`config.mk`:
```
export PLATFORM = sky130hd
export DESIGN_NAME = video_timing_detector
export DESIGN_NICKNAME = d
export VERILOG_FILES = /design/src/rtl/video_timing_detector.sv
export SDC_FILE = /design/constraint.sdc
export NUM_CORES = 1
export LEC_CHECK = 0
export CORE_MARGIN = 5
export CORE_UTILIZATION = 45
export DETAILED_ROUTE_END_ITERATION = 10
export PLACE_DENSITY_LB_ADDON = 0.15
export RECOVER_POWER = 25
export SKIP_CTS_REPAIR_TIMING = 1
export SYNTH_ARGS = -nofsm -noshare
export SYNTH_HDL_FRONTEND = slang
export SYNTH_SLANG_ARGS = --single-unit
export TNS_END_PERCENT = 10
```
`constraint.sdc`:
```
create_clock -name clk -period 8.35 [get_ports clk]
set_input_delay 1.2525 -clock clk [delete_from_list [all_inputs] [get_ports clk]]
set_output_delay 1.2525 -clock clk [all_outputs]
set_load 0.01 [all_outputs]
```
`src/rtl/video_timing_detector.sv`:
```
// rtl/video_timing_detector.sv - hs/vs/de timing analyser with lock detection and pixel coordinates
// Geometry is reported in generator units: totals are length minus 1, sync/active are plain counts.
module video_timing_detector #(
  parameter int SYNC_ACTIVE_LOW = 1,
  parameter int LOCK_FRAMES     = 3,
  parameter int UNLOCK_FRAMES   = 2,
  parameter int TIMEOUT         = 4096
) (
  input  logic        clk,
  input  logic        reset_n,
  input  logic        hdmi_hs,
  input  logic        hdmi_vs,
  input  logic        hdmi_de,
  output logic        locked,
  output logic        frame_start,
  output logic        fmt_change,
  output logic [11:0] meas_h_total,
  output logic [11:0] meas_h_sync,
  output logic [11:0] meas_h_active,
  output logic [11:0] meas_v_total,
  output logic [11:0] meas_v_sync,
  output logic [11:0] meas_v_active,
  output logic [11:0] pix_x,
  output logic [11:0] pix_y
);
  localparam int            TW      = $clog2(TIMEOUT + 1);
  localparam logic [TW-1:0] TO_LAST = TW'(TIMEOUT - 1);
  localparam logic          POL     = (SYNC_ACTIVE_LOW != 0);

  typedef enum logic [1:0] {ST_SEARCH, ST_MEASURE, ST_LOCKED} state_t;

  typedef struct packed {
    logic [11:0] h_total;
    logic [11:0] h_sync;
    logic [11:0] h_active;
    logic [11:0] v_total;
    logic [11:0] v_sync;
    logic [11:0] v_active;
  } geom_t;

  // Returns {saturated, next}; holds at 4095 and flags the attempt to go past it.
  function automatic logic [12:0] sat_inc(input logic [11:0] v, input logic en);
    if (!en) return {1'b0, v};
    if (v == 12'hFFF) return {1'b1, v};
    return {1'b0, v + 12'd1};
  endfunction

  logic hs_s1_q, vs_s1_q, de_s1_q, hs_s2_q, vs_s2_q;
  logic hs_lead, vs_lead;

  logic [11:0] hcnt_q, hcnt_d, hsa_q, hsa_d, hde_q, hde_d;
  logic [11:0] h_total_q, h_total_d, h_sync_q, h_sync_d, h_active_q, h_active_d;
  logic [11:0] lines_q, lines_d, vsl_q, vsl_d, del_q, del_d;
  logic [11:0] hcnt_inc, hsa_inc, hde_inc, lin_inc, vsl_inc, del_inc;
  logic        hcnt_ov, hsa_ov, hde_ov, lin_ov, vsl_ov, del_ov;
  logic        ovf_q, ovf_d, ovf_now;
  logic [TW-1:0] tcnt_q, tcnt_d;
  logic        timeout_hit;
  geom_t       cand, prev_q, prev_d, meas_q, meas_d;
  state_t      state_q, state_d;
  logic [3:0]  match_q, match_d, miss_q, miss_d;
  logic        fmt_q, fmt_d, fs_q;
  logic        line_de_q, line_de_d, frame_de_q, frame_de_d, frame_de_eff, first_de;
  logic [11:0] pix_x_q, pix_x_d, pix_y_q, pix_y_d;

  assign hs_lead = hs_s1_q & ~hs_s2_q;
  assign vs_lead = vs_s1_q & ~vs_s2_q;

  assign {hcnt_ov, hcnt_inc} = sat_inc(hcnt_q, 1'b1);
  assign {hsa_ov, hsa_inc}   = sat_inc(hsa_q, hs_s1_q);
  assign {hde_ov, hde_inc}   = sat_inc(hde_q, de_s1_q);
  assign {lin_ov, lin_inc}   = sat_inc(lines_q, hs_lead);
  assign {vsl_ov, vsl_inc}   = sat_inc(vsl_q, hs_lead & vs_s1_q);
  assign {del_ov, del_inc}   = sat_inc(del_q, hs_lead & (hde_q != 12'd0));

  // The hs leading-edge clock opens the new line, so it seeds the accumulators.
  always_comb begin
    hcnt_d     = hs_lead ? 12'd0 : hcnt_inc;
    hsa_d      = hs_lead ? {11'd0, hs_s1_q} : hsa_inc;
    hde_d      = hs_lead ? {11'd0, de_s1_q} : hde_inc;
    h_total_d  = h_total_q;
    h_sync_d   = h_sync_q;
    h_active_d = h_active_q;
    if (hs_lead) begin
      h_total_d = hcnt_q;
      h_sync_d  = hsa_q;
      if (hde_q != 12'd0) h_active_d = hde_q;
    end
    ovf_now = ovf_q | ((hcnt_ov | hsa_ov | hde_ov) & ~hs_lead) | lin_ov | vsl_ov | del_ov;

    // Line-level captures use the _d values so a coincident hs edge lands in the closing frame.
    cand.h_total  = h_total_d;
    cand.h_sync   = h_sync_d;
    cand.h_active = h_active_d;
    cand.v_total  = lin_inc - 12'd1;
    cand.v_sync   = vsl_inc;
    cand.v_active = del_inc;

    lines_d = vs_lead ? 12'd0 : lin_inc;
    vsl_d   = vs_lead ? 12'd0 : vsl_inc;
    del_d   = vs_lead ? 12'd0 : del_inc;
    ovf_d   = vs_lead ? 1'b0 : ovf_now;

    tcnt_d      = hs_lead ? '0 : ((tcnt_q == TO_LAST) ? tcnt_q : tcnt_q + TW'(1));
    timeout_hit = ~hs_lead & (tcnt_q == TO_LAST);
  end

  always_comb begin
    state_d = state_q;
    match_d = match_q;
    miss_d  = miss_q;
    prev_d  = prev_q;
    meas_d  = meas_q;
    fmt_d   = 1'b0;
    case (state_q)
      ST_SEARCH: begin
        if (vs_lead) begin
          state_d = ST_MEASURE;
          match_d = 4'd0;
        end
      end
      ST_MEASURE: begin
        if (vs_lead) begin
          match_d = (cand == prev_q && !ovf_now) ? match_q + 4'd1 : 4'd1;
          prev_d  = cand;
          if (match_d == 4'(LOCK_FRAMES)) begin
            state_d = ST_LOCKED;
            meas_d  = cand;
            miss_d  = 4'd0;
            fmt_d   = 1'b1;
          end
        end
      end
      ST_LOCKED: begin
        if (vs_lead) begin
          miss_d = (cand == meas_q && !ovf_now) ? 4'd0 : miss_q + 4'd1;
          if (miss_d == 4'(UNLOCK_FRAMES)) begin
            state_d = ST_SEARCH;
            fmt_d   = 1'b1;
          end
        end
      end
      default: state_d = ST_SEARCH;
    endcase
    if (timeout_hit) begin
      state_d = ST_SEARCH;
      match_d = 4'd0;
      miss_d  = 4'd0;
      meas_d  = meas_q;
      fmt_d   = (state_q == ST_LOCKED);
    end
  end

  always_comb begin
    first_de     = de_s1_q & (hs_lead | ~line_de_q);
    line_de_d    = hs_lead ? de_s1_q : (line_de_q | de_s1_q);
    frame_de_eff = vs_lead ? 1'b0 : frame_de_q;
    frame_de_d   = frame_de_eff | de_s1_q;
    pix_x_d      = pix_x_q;
    pix_y_d      = pix_y_q;
    if (de_s1_q) pix_x_d = first_de ? 12'd0 : pix_x_q + 12'd1;
    if (first_de) pix_y_d = frame_de_eff ? pix_y_q + 12'd1 : 12'd0;
  end

  always_ff @(posedge clk or negedge reset_n) begin
    if (!reset_n) begin
      hs_s1_q    <= 1'b0;
      vs_s1_q    <= 1'b0;
      de_s1_q    <= 1'b0;
      hs_s2_q    <= 1'b0;
      vs_s2_q    <= 1'b0;
      hcnt_q     <= '0;
      hsa_q      <= '0;
      hde_q      <= '0;
      h_total_q  <= '0;
      h_sync_q   <= '0;
      h_active_q <= '0;
      lines_q    <= '0;
      vsl_q      <= '0;
      del_q      <= '0;
      ovf_q      <= 1'b0;
      tcnt_q     <= '0;
      state_q    <= ST_SEARCH;
      match_q    <= '0;
      miss_q     <= '0;
      prev_q     <= '0;
      meas_q     <= '0;
      fmt_q      <= 1'b0;
      fs_q       <= 1'b0;
      line_de_q  <= 1'b0;
      frame_de_q <= 1'b0;
      pix_x_q    <= '0;
      pix_y_q    <= '0;
    end else begin
      hs_s1_q    <= hdmi_hs ^ POL;
      vs_s1_q    <= hdmi_vs ^ POL;
      de_s1_q    <= hdmi_de;
      hs_s2_q    <= hs_s1_q;
      vs_s2_q    <= vs_s1_q;
      hcnt_q     <= hcnt_d;
      hsa_q      <= hsa_d;
      hde_q      <= hde_d;
      h_total_q  <= h_total_d;
      h_sync_q   <= h_sync_d;
      h_active_q <= h_active_d;
      lines_q    <= lines_d;
      vsl_q      <= vsl_d;
      del_q      <= del_d;
      ovf_q      <= ovf_d;
      tcnt_q     <= tcnt_d;
      state_q    <= state_d;
      match_q    <= match_d;
      miss_q     <= miss_d;
      prev_q     <= prev_d;
      meas_q     <= meas_d;
      fmt_q      <= fmt_d;
      fs_q       <= vs_lead;
      line_de_q  <= line_de_d;
      frame_de_q <= frame_de_d;
      pix_x_q    <= pix_x_d;
      pix_y_q    <= pix_y_d;
    end
  end

  assign locked        = (state_q == ST_LOCKED);
  assign frame_start   = fs_q;
  assign fmt_change    = fmt_q;
  assign meas_h_total  = meas_q.h_total;
  assign meas_h_sync   = meas_q.h_sync;
  assign meas_h_active = meas_q.h_active;
  assign meas_v_total  = meas_q.v_total;
  assign meas_v_sync   = meas_q.v_sync;
  assign meas_v_active = meas_q.v_active;
  assign pix_x         = pix_x_q;
  assign pix_y         = pix_y_q;
endmodule

```
==> results of run 1 <==
[state kept, by name, indices dropped and copies added, names as in the netlist, 2 cells and up]
| register | cells |
|---|---|
| h_active_q | 12 |
| meas_h_total | 12 |
| lines_q | 12 |
| meas_v_total | 12 |
| vsl_q | 12 |
| h_sync_q | 12 |
| hcnt_q | 12 |
| pix_y | 12 |
| h_total_q | 12 |
| prev_q | 72 |
| state_q | 2 |
| hsa_q | 12 |
| miss_q | 4 |
| hde_q | 12 |
| meas_v_sync | 12 |
| match_q | 4 |
| pix_x | 12 |
| meas_v_active | 12 |
| meas_h_active | 12 |
| del_q | 12 |
| tcnt_q | 13 |
| meas_h_sync | 12 |
[cells in the mapped netlist, drive strengths merged, types with 12 or more instances]
| cell | number |
|---|---|
| nand2 | 185 |
| xnor2 | 93 |
| dfrtp | 309 |
| o211ai | 12 |
| a31oi | 21 |
| ha | 17 |
| and2 | 20 |
| clkbuf | 75 |
| inv | 95 |
| o2111ai | 15 |
| or3 | 21 |
| a2111oi | 14 |
| a21oi | 60 |
| o21ai | 129 |
| and4 | 16 |
| nor4 | 37 |
| mux2 | 63 |
| nand2b | 23 |
| o22ai | 19 |
| mux2i | 59 |
| nand3 | 59 |
| nor2 | 158 |
| nand3b | 18 |
| nand4 | 59 |
| nor2b | 37 |
| and3 | 30 |
| buf | 31 |
| nor3 | 43 |
| xor2 | 66 |
[per-stage QoR]
stage	util	setup slack [ns]
after global routing	0.524	1.17
after global placement	0.494	2.21
after detailed placement	0.494	2.09
final	0.524	1.88
after CTS	0.524	2.05
after floorplan	-	3.57
[how the worst max path moves through the flow]
stage | startpoint | to | cells after the start
floorplan | lines_q[0] | meas_h_active[0] | 16
global placement | lines_q[0] | meas_v_sync[10] | 15
detailed placement | lines_q[0] | meas_v_sync[10] | 16
CTS | lines_q[0] | meas_h_active[11] | 16
global route | reset_n | meas_h_total[3] | 1
finish | hs_s1_q | meas_v_sync[10] | 15
[per-layer routing]
layer	GRT usage	vias up	part of all wire
met4	0.0888	0	0.037
met5	0	-	0
met1	0.329	7532	0.43
met2	0.396	519	0.47
met3	0.0453	122	0.062
li1	-	7129	-
[where the power goes]
| group | total [mW] | switching [mW] | internal [mW] | leakage (nW) |
|---|---|---|---|---|
| Clock | 1.64 | 0.645 | 0.998 | 0.610 |
| Combinational | 1.14 | 0.671 | 0.465 | 4.66 |
| Sequential | 1.81 | 0.169 | 1.64 | 4.21 |
| Total | 4.59 | 1.48 | 3.10 | 9.48 |
[worst max-delay path, delay by kind of cell (launching register included)]
kind                     cells  cell delay (ns)
AND/OR/NAND/NOR              7             2.60
adder cells (fa/ha/maj)      1             0.38
multiplexers                 1             0.37
XOR/XNOR                     2             0.82
buffers and inverters        1             0.56
flip-flops                   1             0.90
AO/OA/AOI/OAI                3             0.69
[logic make-up (layout without fill, tap and decap cells)]
logic type,after synthesis,after routing,synth area share
and+or+nand+nor,756,756,0.216
xor gates and xnor gates,167,167,0.0862
buffers and inverters,201,280,0.0457
adders and majority gates,17,17,0.0116
muxes,122,122,0.0790
AOI/OAI and AO/OA,381,381,0.138
DFF,309,309,0.423
[cell type report]
cell class / instances / area, µm² / area share
multi-input cells: 1443 / 9730 / 0.465
flip-flops and latches: 309 / 7730 / 0.370
repair buffers: 124 / 1210 / 0.0577
clock buffers: 51 / 1090 / 0.0521
well taps: 525 / 657 / 0.0314
inverters: 95 / 357 / 0.0171
clock inverters: 10 / 133 / 0.00635
==> flow_summary.toml, run 1 <==
[cts]
clk_root_buffer_cell = "clkbuf_16"
clock_sink_count = 309
ctsHtreeMaxLevel = 2
worst_setup_hold_path_clk_slew_ns = 0.06
clk_latency_ns = 0.55
maximum_clock_path_buffer_count = 3
cts_buffer_count = 37
cts_tree = "yes"

[setup_path]
worst_ep_arrival_time_ns = 6.91
rr_endpoint = "meas_v_sync[10]"
reg2reg_from = "hs_s1_q"
cp_slowest_cell = "dfrtp_1"
required_ns = 8.78
delay_contributed_by_the_slowest_stage_of_the_critical_path_ns = 0.90
critPathCaptureType = "register"
ff2ff_setup_slack_ns = 1.88
crit_path_cell_trace = "nor2b_1, o31ai_2, xor2_1, ha_1, xor2_1, o2111ai_1, nor4_1, nand4_1, nor4_1, nand4_1, a2111oi_2, and3_1, nand2_4, buf_4, mux2_4"
reg2reg_depth = 15
crit_path_max_fanout = 40
setup.worst_path.start_class = "register"
timing_worst_setup_path_type = "register to register"

[floorplan]
die_height_um = 211
die_w_um = 211
floorplan.rows = 73
ioPinCount = 104
die_area_um2 = 44700
floorplan.core_area_um2 = 39900
floorplan.initialDensity = 0.458

[power]
power_per_cell_area_nw_per_um2 = 219
leakage_nw = 9.48
fin_total_pwr_mw = 4.59
vdd.ir_drop.worst_mv = 0.118

[min_path]
whs_path_cells = 2
timing.hold.worst.class = "register to register"
timing.hold.worst_endpoint = "prev_q[1]"
min-delay-start = "prev_q[1]"

[synthesis]
synth_cell_type_count = 88
yosysSeqAreaShare = 0.423
synth_area_leaders = "dfrtp_1, xnor2_1, nand2_1, o21ai_0, nor2_1"
synth_largest_type_area_fraction = 0.423
ys.flop_type = "dfrtp_1"
synth_enable_flop_cells = 0
netlist_area_um2 = 18300
synth-async-reset-ratio = 1.00
synth-seq-cells = 309
synth_top_area_cell = "dfrtp_1"
post_syn_instances = 1953
syn_avg_cell_area_um2 = 9.35
syn-num-nets = 1975
yosys_warnings = 0

[route]
vias = 15300
drt-wirelength-per-cell_um = 21.9
drc_errors = 0
first_pass_iters = 8
vias_per_cell = 5.98
totalWireLength_mm = 55.9
drt_antenna_net_count = 0
drt_first_iter_violations = 1292

[cells_and_area]
layout.cells.most_common_list = "dfrtp_1, nand2_1, nor2_1, o21ai_0, clkdlybuf4s50_1"
finalNetCount = 2032
syn_to_final_growth_pct = 14.4
layout.cell_area.non_filler_um2 = 20900
final_layout_size_suffix_gt1_frac = 0.0832
num_antenna_cells = 0
fin_cells = 2557
fillerInstances = 3642
final_common_cell = "dfrtp_1"

[sta]
min_period_ns = 6.47
hold_violations = 0
timing.setup.tns_ns = 0
report.final.setup_viol = 0
unrepaired_setup_endpoints_after_global_routing = "no"
final.hold.worst_slack_ns = 0.501
clock_skew_ns = 0.0198
max_slew_margin = -2.65
report.final.slew_viol_count = 151
maxClockFrequency_mhz = 154
worst_slew_pin_slew_ns = 5.48
finalCritPeriodShare = 0.775

[outcome]
failing_checks = "max-capacitance violations, max-slew violations"
run_status = "complete, but fails checks"

[run]
timing.max_cap.violations = 2

[global_routing]
grt_max_degree = 130
grt_use_total = 0.244
grt_pass1_wl_mm = 86.3
grt_antenna_before_repair = 0
grt-ovfl-total = 0
first_global_vias = 14700

[placed_design]
place.detailed.hpwl_mm = 40.6
port-buffer-count = 103
placedCellCount = 2496
placement.cell_area_um2 = 19700
gp_congestion = 0.963
Power figures use the tool's default switching activity.
==> inputs of run 2 (changes only) <==
==> constraint.sdc (replaced) <==
create_clock -name clk -period 6.2 [get_ports clk]
set_input_delay 0.93 -clock clk [delete_from_list [all_inputs] [get_ports clk]]
set_output_delay 0.93 -clock clk [all_outputs]
set_load 0.01 [all_outputs]
==> run 2 against run 1 <==
- the flow still finishes with violations (max-capacitance violations, max-slew violations)
- cell count up 0.94%
- setup slack got worse by 1.5 ns
- highest routed layer unchanged
- core utilization rose by 0.47 points
- via count about the same
- fmax up 11%
- power is 35% higher
- first-iteration DRC count up 9.5%
- critical path type unchanged
==> flow_summary.toml, run 2 (synthesis gave the netlist of run 1 again) <==
[outcome]
run_status = "complete, but fails checks"
failing_checks = "max-capacitance violations, max-slew violations"

[power]
switchingPower_mw = 2.02
vdd.ir_drop.worst_mv = 0.188
pwr-share-clk = 0.358
internal-power_mw = 4.18
fin_total_pwr_mw = 6.20
p_sw_frac = 0.326
leakage_nw = 9.60
power_per_cell_area_nw_per_um2 = 294
power.share.sequential = 0.391
p_comb_frac = 0.251

[floorplan]
die_area_um2 = 44700
die_w_um = 211
floorplan.rows = 73
floorplan.core_area_um2 = 39900
floorplan.initialDensity = 0.458
die_height_um = 211
ioPinCount = 104

[cts]
clk_root_buffer_cell = "clkbuf_16"
cts_tree = "yes"
clk_latency_ns = 0.56
maximum_clock_path_buffer_count = 3
ctsHtreeMaxLevel = 2
worst_setup_hold_path_clk_slew_ns = 0.06
cts_buffer_count = 37
clock_sink_count = 309

[setup_path]
ff2ff_setup_slack_ns = 0.39
rr_endpoint = "meas_h_total[11]"
timing_worst_setup_path_type = "register to register"
required_ns = 6.62
worstSetupStartpoint = "hs_s1_q"
crit_path_max_fanout = 26
setup.worst_path.start_class = "register"
crit_end = "meas_h_total[11]"
reg2reg_depth = 14
critPathCaptureType = "register"
reg2reg_from = "hs_s1_q"
worst_ep_arrival_time_ns = 6.23

[sta]
finalCritPeriodShare = 0.937
unrepaired_setup_endpoints_after_global_routing = "no"
report.final.setup_viol = 0
report.final.slew_viol_count = 130
timing.setup.tns_ns = 0
clock_skew_ns = 0.0247
hold_violations = 0
min_period_ns = 5.81
maxClockFrequency_mhz = 172
max_slew_margin = -1.95
worst_slew_pin_slew_ns = 4.43

[route]
vias_per_cell = 5.93
drc_errors = 0
first_pass_iters = 5
drt_first_iter_violations = 1415
drt-wirelength-per-cell_um = 22.0
vias = 15300
drt_antenna_net_count = 0
totalWireLength_mm = 56.7

[cells_and_area]
layout.cells.most_common_list = "dfrtp_1, nand2_1, nor2_1, o21ai_0, clkdlybuf4s50_1"
finalNetCount = 2052
layout.cell_area.non_filler_um2 = 21100
syn_to_final_growth_pct = 15.4
largest_register_ffs = 72
largest-register = "prev_q"
biggestRegsByFlops = "prev_q (72), tcnt_q (13)"
final_common_cell = "dfrtp_1"
num_antenna_cells = 0
fin_cells = 2581
final_layout_size_suffix_gt1_frac = 0.0929
final_core_utilization = 0.528

[global_routing]
first_global_vias = 14700
grt_use_total = 0.250
grt_max_degree = 124
grt_pass1_wl_mm = 88.1
grt-ovfl-total = 0
grt_antenna_before_repair = 0

[placed_design]
placedCellCount = 2516
place.detailed.hpwl_mm = 41.8
placement.cell_area_um2 = 19900
port-buffer-count = 103
gp_congestion = 0.940

[min_path]
timing.hold.worst.class = "register to register"

[run]
timing.max_cap.violations = 2
==> run 2: how the worst min path moves through the flow <==
stage	from	cells past startpoint	end
CTS	reset_n	1	prev_q[26]
global route	prev_q[32]	2	prev_q[32]
floorplan	hs_s1_q	0	hs_s2_q
detailed placement	prev_q[32]	2	prev_q[32]
finish	prev_q[32]	2	prev_q[32]
global placement	prev_q[33]	2	prev_q[33]
==> run 2: critical path: stages, from the launching register on <==
cell and delay [ns]:
dfrtp_1 0.35, buf_4 0.32, nand2b_1 0.76, buf_4 0.49
nor3_1 0.28, a221oi_1 0.24, or4_1 0.56, or4_1 0.47
nor4_1 0.29, nand4_1 0.23, a2111oi_2 0.39, and3_1 0.34
nand2_4 0.26, buf_12 0.29, mux2_4 0.32
==> run 2: metal layers <==
layer,global-route usage,part of all wire,up-vias
met5,0,0,-
met4,0.0786,0.030,0
met3,0.0370,0.057,86
met2,0.407,0.47,476
met1,0.346,0.44,7580
li1,-,-,7166
==> run 2: through the flow <==
step                setup WS, ns  hold WS [ns]
floorplan                   1.42         0.362
global placement           0.722         0.474
detailed placement         0.581         0.479
CTS                        0.541         0.413
global route               0.131         0.524
finish                     0.389         0.491
==> run 2: power groups by stage <==
stage                     clock [mW]  sequential (mW)  combinational [mW]
after floorplan                    0             2.38                1.07
final                           2.22             2.42                1.56
after detailed placement           0             2.45                1.54
after global placement             0             2.44                1.52
after global routing            2.35             2.45                1.70
after CTS                       2.28             2.42                1.55
==> run 2: layout make-up <==
class	instances	area, µm²
fill	3670	18800
multi-input combinational	1443	9730
sequential	309	7730
timing repair buffer	144	1380
clock buffer	54	1120
tap	525	657
inverter	95	357
clock inverter	11	113
==> inputs of run 3 (changes only) <==
--- a/config.mk
+++ b/config.mk
@@ -8,6 +8,7 @@
 export CORE_MARGIN = 5
 export CORE_UTILIZATION = 45
 export DETAILED_ROUTE_END_ITERATION = 10
+export GPL_TIMING_DRIVEN = 1
 export PLACE_DENSITY_LB_ADDON = 0.15
 export RECOVER_POWER = 25
 export SKIP_CTS_REPAIR_TIMING = 1
==> results of run 3 <==
Same layout as run 2: the final DEF is identical, and so are final timing and power.
